===== src/rtl/newsstand_vend_pkg.sv =====
// ============================================================================
// Module   : newsstand_pkg
// Brief    : Shared types, coin denominations and coin valuation for the vendor.
// Revision : 1.0
// ============================================================================
`default_nettype none

package newsstand_pkg;

    typedef enum logic [1:0] {
        NOCOIN  = 2'b00,
        NICKEL  = 2'b01,
        DIME    = 2'b10,
        QUARTER = 2'b11
    } coin_t;

    typedef enum logic [1:0] {
        IDLE    = 2'd0,
        COLLECT = 2'd1,
        VEND    = 2'd2,
        CHANGE  = 2'd3
    } state_t;

    localparam int NICKEL_C  = 5;
    localparam int DIME_C    = 10;
    localparam int QUARTER_C = 25;

    function automatic logic [4:0] coin_value(input coin_t c);
        case (c)
            NICKEL:  coin_value = 5'(NICKEL_C);
            DIME:    coin_value = 5'(DIME_C);
            QUARTER: coin_value = 5'(QUARTER_C);
            default: coin_value = 5'd0;
        endcase
    endfunction

endpackage

`default_nettype wire


===== src/rtl/newsstand_vend_if.sv =====
// ============================================================================
// Module   : newsstand_vend_if
// Brief    : Coin-acceptor / actuator bundle between front end and vendor.
// Revision : 1.0
// ============================================================================
`default_nettype none

interface newsstand_vend_if #(
    parameter int CREDIT_W = 6
) ();
    import newsstand_pkg::*;

    coin_t               coin;
    logic                cancel;
    logic                restock;
    logic                newspaper;
    logic                change_nickel;
    logic                coin_reject;
    logic                busy;
    logic                sold_out;
    logic [CREDIT_W-1:0] credit;

    modport master (
        output coin, cancel, restock,
        input  newspaper, change_nickel, coin_reject, busy, sold_out, credit
    );

    modport slave (
        input  coin, cancel, restock,
        output newspaper, change_nickel, coin_reject, busy, sold_out, credit
    );

endinterface

`default_nettype wire


===== src/rtl/newsstand_vend_stock.sv =====
// ============================================================================
// Module   : newsstand_stock
// Brief    : Inventory counter with restock load, vend decrement and zero flag.
// Revision : 1.0
// ============================================================================
`default_nettype none

module newsstand_stock #(
    parameter int STOCK_W    = 4,
    parameter int STOCK_INIT = 10
) (
    input  wire logic clock,
    input  wire logic reset_n,
    input  wire logic load_i,
    input  wire logic dec_i,
    output logic      zero_o
);

    generate
        if (STOCK_INIT < 0 || STOCK_INIT >= (1 << STOCK_W)) begin : g_bad_stock_init
            $fatal(1, "STOCK_INIT does not fit in STOCK_W bits");
        end
    endgenerate

    localparam logic [STOCK_W-1:0] c_init = STOCK_W'(STOCK_INIT);

    logic [STOCK_W-1:0] stock_q;
    logic [STOCK_W-1:0] stock_d;

    // Load has priority so a restock landing on a vend edge leaves a full rack.
    always_comb begin
        stock_d = stock_q;
        if (load_i) begin
            stock_d = c_init;
        end else if (dec_i && (stock_q != '0)) begin
            stock_d = stock_q - 1'b1;
        end
    end

    always_ff @(posedge clock or negedge reset_n) begin
        if (!reset_n) begin
            stock_q <= c_init;
        end else begin
            stock_q <= stock_d;
        end
    end

    assign zero_o = (stock_q == '0);

endmodule

`default_nettype wire


===== src/rtl/newsstand_vend.sv =====
// ============================================================================
// Module   : newsstand_vend
// Brief    : Coin-accumulating newspaper vendor with refund and nickel change.
// Revision : 1.0
// ============================================================================
`default_nettype none

module newsstand_vend
    import newsstand_pkg::*;
#(
    parameter int PRICE      = 15,
    parameter int CREDIT_W   = 6,
    parameter int STOCK_W    = 4,
    parameter int STOCK_INIT = 10
) (
    input  wire logic        clock,
    input  wire logic        reset_n,
    newsstand_vend_if.slave  bus
);

    generate
        if ((PRICE < 5) || ((PRICE % 5) != 0)) begin : g_bad_price
            $fatal(1, "PRICE must be a positive multiple of 5");
        end
        if ((PRICE - 5 + 25) >= (1 << CREDIT_W)) begin : g_bad_credit_w
            $fatal(1, "CREDIT_W too narrow to hold PRICE-5+25");
        end
    endgenerate

    localparam int                  SUM_W    = CREDIT_W + 1;
    localparam logic [SUM_W-1:0]    c_price  = SUM_W'(PRICE);
    localparam logic [CREDIT_W-1:0] c_nickel = CREDIT_W'(NICKEL_C);

    state_t              state_q;
    state_t              state_d;
    logic [CREDIT_W-1:0] credit_q;
    logic [CREDIT_W-1:0] credit_d;
    logic                coin_reject_q;
    logic                coin_reject_d;
    logic                newspaper_q;
    logic                change_q;
    logic                busy_q;

    logic                w_sold_out;
    logic                w_vend;
    logic                w_has_coin;
    logic                w_take;
    logic [SUM_W-1:0]    w_sum;

    assign w_has_coin = (bus.coin != NOCOIN);
    assign w_take     = w_has_coin && !bus.cancel && !w_sold_out &&
                        ((state_q == IDLE) || (state_q == COLLECT));
    assign w_sum      = {1'b0, credit_q} + SUM_W'(coin_value(bus.coin));
    assign w_vend     = (state_q == VEND);

    always_comb begin
        state_d       = state_q;
        credit_d      = credit_q;
        coin_reject_d = w_has_coin && !w_take;

        case (state_q)
            IDLE, COLLECT: begin
                if ((state_q == COLLECT) && bus.cancel) begin
                    state_d = CHANGE;
                end else if (w_take) begin
                    if (w_sum < c_price) begin
                        credit_d = w_sum[CREDIT_W-1:0];
                        state_d  = COLLECT;
                    end else begin
                        credit_d = CREDIT_W'(w_sum - c_price);
                        state_d  = VEND;
                    end
                end
            end
            VEND: begin
                state_d = (credit_q != '0) ? CHANGE : IDLE;
            end
            CHANGE: begin
                // Last nickel leaves on the cycle credit reads 5; never underflow.
                if (credit_q <= c_nickel) begin
                    credit_d = '0;
                    state_d  = IDLE;
                end else begin
                    credit_d = credit_q - c_nickel;
                end
            end
            default: begin
                state_d  = IDLE;
                credit_d = '0;
            end
        endcase
    end

    always_ff @(posedge clock or negedge reset_n) begin
        if (!reset_n) begin
            state_q       <= IDLE;
            credit_q      <= '0;
            coin_reject_q <= 1'b0;
            newspaper_q   <= 1'b0;
            change_q      <= 1'b0;
            busy_q        <= 1'b0;
        end else begin
            state_q       <= state_d;
            credit_q      <= credit_d;
            coin_reject_q <= coin_reject_d;
            newspaper_q   <= (state_d == VEND);
            change_q      <= (state_d == CHANGE);
            busy_q        <= (state_d == VEND) || (state_d == CHANGE);
        end
    end

    newsstand_stock #(
        .STOCK_W    (STOCK_W),
        .STOCK_INIT (STOCK_INIT)
    ) u_stock (
        .clock   (clock),
        .reset_n (reset_n),
        .load_i  (bus.restock),
        .dec_i   (w_vend),
        .zero_o  (w_sold_out)
    );

    assign bus.newspaper     = newspaper_q;
    assign bus.change_nickel = change_q;
    assign bus.coin_reject   = coin_reject_q;
    assign bus.busy          = busy_q;
    assign bus.sold_out      = w_sold_out;
    assign bus.credit        = credit_q;

endmodule

`default_nettype wire

===== src/flat_wrapper.sv =====
// flat-port wrapper written by rule: the top's interface ports become plain ports
module newsstand_vend_flat import newsstand_pkg::*;
#(
    parameter int PRICE      = 15,
    parameter int CREDIT_W   = 6,
    parameter int STOCK_W    = 4,
    parameter int STOCK_INIT = 10
)
  (clock, reset_n, bus_coin, bus_cancel, bus_restock, bus_newspaper, bus_change_nickel, bus_coin_reject, bus_busy, bus_sold_out, bus_credit);
  newsstand_vend_if #(.CREDIT_W(CREDIT_W)) bus_i ();
  input  wire logic clock;
  input  wire logic reset_n;
  input wire logic [$bits(bus_i.coin)-1:0] bus_coin;
  input wire logic [$bits(bus_i.cancel)-1:0] bus_cancel;
  input wire logic [$bits(bus_i.restock)-1:0] bus_restock;
  output wire logic [$bits(bus_i.newspaper)-1:0] bus_newspaper;
  output wire logic [$bits(bus_i.change_nickel)-1:0] bus_change_nickel;
  output wire logic [$bits(bus_i.coin_reject)-1:0] bus_coin_reject;
  output wire logic [$bits(bus_i.busy)-1:0] bus_busy;
  output wire logic [$bits(bus_i.sold_out)-1:0] bus_sold_out;
  output wire logic [$bits(bus_i.credit)-1:0] bus_credit;
  assign bus_i.coin = bus_coin;
  assign bus_i.cancel = bus_cancel;
  assign bus_i.restock = bus_restock;
  assign bus_newspaper = bus_i.newspaper;
  assign bus_change_nickel = bus_i.change_nickel;
  assign bus_coin_reject = bus_i.coin_reject;
  assign bus_busy = bus_i.busy;
  assign bus_sold_out = bus_i.sold_out;
  assign bus_credit = bus_i.credit;
  newsstand_vend #(.PRICE(PRICE), .CREDIT_W(CREDIT_W), .STOCK_W(STOCK_W), .STOCK_INIT(STOCK_INIT)) u_core (.clock(clock), .reset_n(reset_n), .bus(bus_i));
endmodule

===== config.mk =====
export PLATFORM = sky130hd
export DESIGN_NAME = newsstand_vend_flat
export DESIGN_NICKNAME = d
export VERILOG_FILES = /design/src/rtl/newsstand_vend_pkg.sv /design/src/rtl/newsstand_vend_if.sv /design/src/rtl/newsstand_vend_stock.sv /design/src/rtl/newsstand_vend.sv /design/src/flat_wrapper.sv
export SDC_FILE = /design/constraint.sdc
export NUM_CORES = 1
export LEC_CHECK = 0
export BUFFER_PORTS_ARGS = -buffer_cell sky130_fd_sc_hd__buf_2
export CORE_MARGIN = 8
export CORE_UTILIZATION = 50
export CTS_BUF_LIST = sky130_fd_sc_hd__clkbuf_16
export CTS_CLUSTER_DIAMETER = 30
export DETAILED_ROUTE_END_ITERATION = 10
export GPL_ROUTABILITY_DRIVEN = 0
export PLACE_DENSITY_LB_ADDON = 0.08
export SKIP_CTS_REPAIR_TIMING = 1
export SLEW_MARGIN = 25
export SYNTH_ARGS = -nofsm -noshare
export SYNTH_HDL_FRONTEND = slang
export SYNTH_HIERARCHICAL = 1
export SYNTH_SLANG_ARGS = --single-unit

===== constraint.sdc =====
create_clock -name clock -period 5.5 [get_ports clock]
set_input_delay 1.1 -clock clock [delete_from_list [all_inputs] [get_ports clock]]
set_output_delay 1.1 -clock clock [all_outputs]
set_load 0.005 [all_outputs]

==> metrics <==
outcome=finished clean; number of diodes=0; DRT Pass-1 Iters=4; vias post-DR=1078; clk slew on worst S/H paths=~0.05 ns; top-area cell type share of the netlist area=a little over a quarter; WL per Instance=15.48 um; Routed Antenna Nets=0; DRT Wirelength=roughly 2800 um; Leakage=0.0006427 uW; # setup viols final=0; Fin Hold WS=roughly 0.54 ns; dpl ws=about 2.3 ns; CTS tree=built; WP data arrival=about 3.1 ns; Max IR drop VDD=around 0.00041 V; period utilisation layout=a little over half; min setup slack post-route=2.501 ns; Power per Cell Area=between 600 and 700 nW/um2; Nets=about 170; Num CTS Buffers=3; CP Launch Type=input pin; first-pass GRT wire length=~4900 um; largest net degree at the start of global routing=17; Synth Flop Type=dfrtp_1; Yosys reg bits=16; Tot GR Track Use=approximately 14%; CP required=roughly 5.6 ns; Mapped Cells=roughly 140; Clock Latency Late Sink=0.25 ns; post-synth cell types=48; IO buf count=16; setup TNS=0 ns; part of the Yosys area used for sequential elements=31.14%; critical path fanouts, max=5; Post-Syn Nets=approximately 150; Die Width=66.87 um; initial antenna violation count=0; # fillers=between 200 and 250; unrepaired setup endpoints after global routing=no; Core Box Area=~2500 um2; gr busiest metal=met2; worst hold path class=reg -> reg; final routed DRC violation total=0; Hold Vio Cnt, Final=0; met2 usage=about 24%; Area growth syn-to-layout=14.31%; Clock Path Buffers=2; Syn Area/Cell=between 9 and 10 um2; Max Slew Vio Count=0; fmax=~0.33 GHz; worst-margin pin slew=just over 0.7 ns; largest area contributor in the netlist=dfrtp_1; Synth Cell Area=~1300 um2; Slew headroom=roughly 52%; CTS sink count=16; grt total ovfl=0; Post-DP HPWL=between 2000 and 2500 um; MaxCap Viol Count=0; number of global-route vias before repair=~1100; Worst Setup End Kind=flop; Rows=18; Crit Path Class=in -> reg; Die Y=66.87 um; io pins=17; GRT met3 Usage=under 10%; layout cells sized above 1=about 24%; DR vias/cell=5.891; Initial DRC Count=between 50 and 60; htree depth=1; largest cells by area after synthesis=dfrtp_1 (27%), ha_1 (9.7%), dfstp_2 (4.1%); number of synthesized flops with an enable pin=0; YS warnings=6; clock root cell=clkbuf_16; M1 GR Usage=between 10% and 20%; worst-case clock skew=roughly 0.0016 ns; Starting Density=a little over half; Power Total=~990 uW; share of synthesized registers carrying an async set or reset=between 90% and 100%; full die area=between 4000 and 5000 um2; clock period minus final worst setup slack=around 3 ns
-- report_power, final --
part	internal (uW)	switching (uW)	leakage, uW
logic	269	343	0.000413
registers	172	67.8	0.000191
clock network	96.3	43.5	0.0000385
total	537	454	0.000643
-- cells in the final DEF (no fill, tap or decap), types with 2 or more instances in the layout --
cell / Yosys / final
o21ai_1: 5 / 5
xnor2_2: 2 / 2
inv_1: 7 / 7
a21oi_2: 3 / 3
dfrtp_1: 14 / 14
nand2b_1: 3 / 3
nor3b_1: 2 / 2
mux2i_1: 3 / 3
a21oi_1: 7 / 7
nand2_1: 7 / 7
xnor2_1: 2 / 2
o221ai_2: 2 / 2
dfstp_2: 2 / 2
nor2_1: 14 / 14
mux2_2: 2 / 2
nor3_1: 4 / 4
buf_2: 0 / 16
and2_1: 2 / 2
clkbuf_16: 0 / 3
o21ai_0: 8 / 8
nor2b_1: 5 / 5
a221o_1: 2 / 2
ha_1: 10 / 10
o21a_1: 2 / 2
-- routing by layer --
metal | wire [um] | part of all wire (%)
met5 | 0 | 0
met4 | 63 | 2.2
met3 | 110 | 3.9
met2 | 1440 | 51
met1 | 1219 | 43
-- kinds of logic after synthesis --
logic type,Yosys count,share of synthesized area (%)
flops,16,31.14
compound gates,40,23.02
buf+inv,10,2.902
mux,5,4.062
fa+ha+maj,11,11.22
xor+xnor,6,5.803
simple gates,48,21.86
-- stage by stage --
| stage | cell area [um2] | cells | util, % |
|---|---|---|---|
| floorplan | 1294 | 136 | - |
| global placement | 1400 | 179 | 57.03 |
| detailed placement | 1400 | 179 | 57.03 |
| CTS | 1479 | 183 | 60.24 |
| global route | 1479 | 183 | 60.24 |
| finish | 1479 | 183 | 60.24 |
-- critical path: stages --
cell and delay (ns):
buf_2 0.12, ha_1 0.23, fa_1 0.43, a21o_1 0.21, a21oi_2 0.22, xnor2_2 0.19, o21a_1 0.21, a21oi_2 0.08
a221o_1 0.32
-- cells in the mapped netlist, types with 2 or more instances --
library cell,instances
a21oi_1,7
a21oi_2,3
a221o_1,2
and2_1,2
clkbuf_1,3
dfrtp_1,14
dfstp_2,2
ha_1,10
inv_1,7
mux2_2,2
mux2i_1,3
nand2_1,7
nand2b_1,3
nor2_1,14
nor2b_1,5
nor3_1,4
nor3b_1,2
o21a_1,2
o21ai_0,8
o21ai_1,5
o221ai_2,2
xnor2_1,2
xnor2_2,2
-- worst paths after layout --
path	startpoint	end	slack [ns]	cells after the start
max in group asynchronous	reset_n	u_core/u_stock/stock_q[3]	4.44	1
setup reg to reg	u_core/bus.credit[0]	u_core/bus.credit[4]	2.99	8
hold reg to reg	u_core/u_stock/stock_q[1]	u_core/u_stock/stock_q[1]	0.54	2
min in group asynchronous	reset_n	u_core/u_stock/stock_q[0]	0.76	1
hold / removal	u_core/u_stock/stock_q[1]	u_core/u_stock/stock_q[1]	0.54	2
setup / recovery	bus_coin[0]	u_core/bus.credit[4]	2.50	9
-- layout make-up --
class	count	area (um2)	share of cell area, %
repair buffers	16	80.08	5.415
flip-flops and latches	16	402.9	27.24
well taps	30	37.54	2.538
multi-input cells	110	853.3	57.70
inverters	7	26.28	1.777
clock inverters	1	3.754	0.2538
clock buffers	3	75.07	5.076
-- sequential cells by signal, summed over array words and instances, names as in the netlist --
name                      count
u_core/bus.busy               1
u_core/bus.change_nickel      1
u_core/bus.coin_reject        1
u_core/bus.credit             6
u_core/bus.newspaper          1
u_core/state_q                2
u_core/u_stock/stock_q        4
Power figures use the tool's default switching activity.
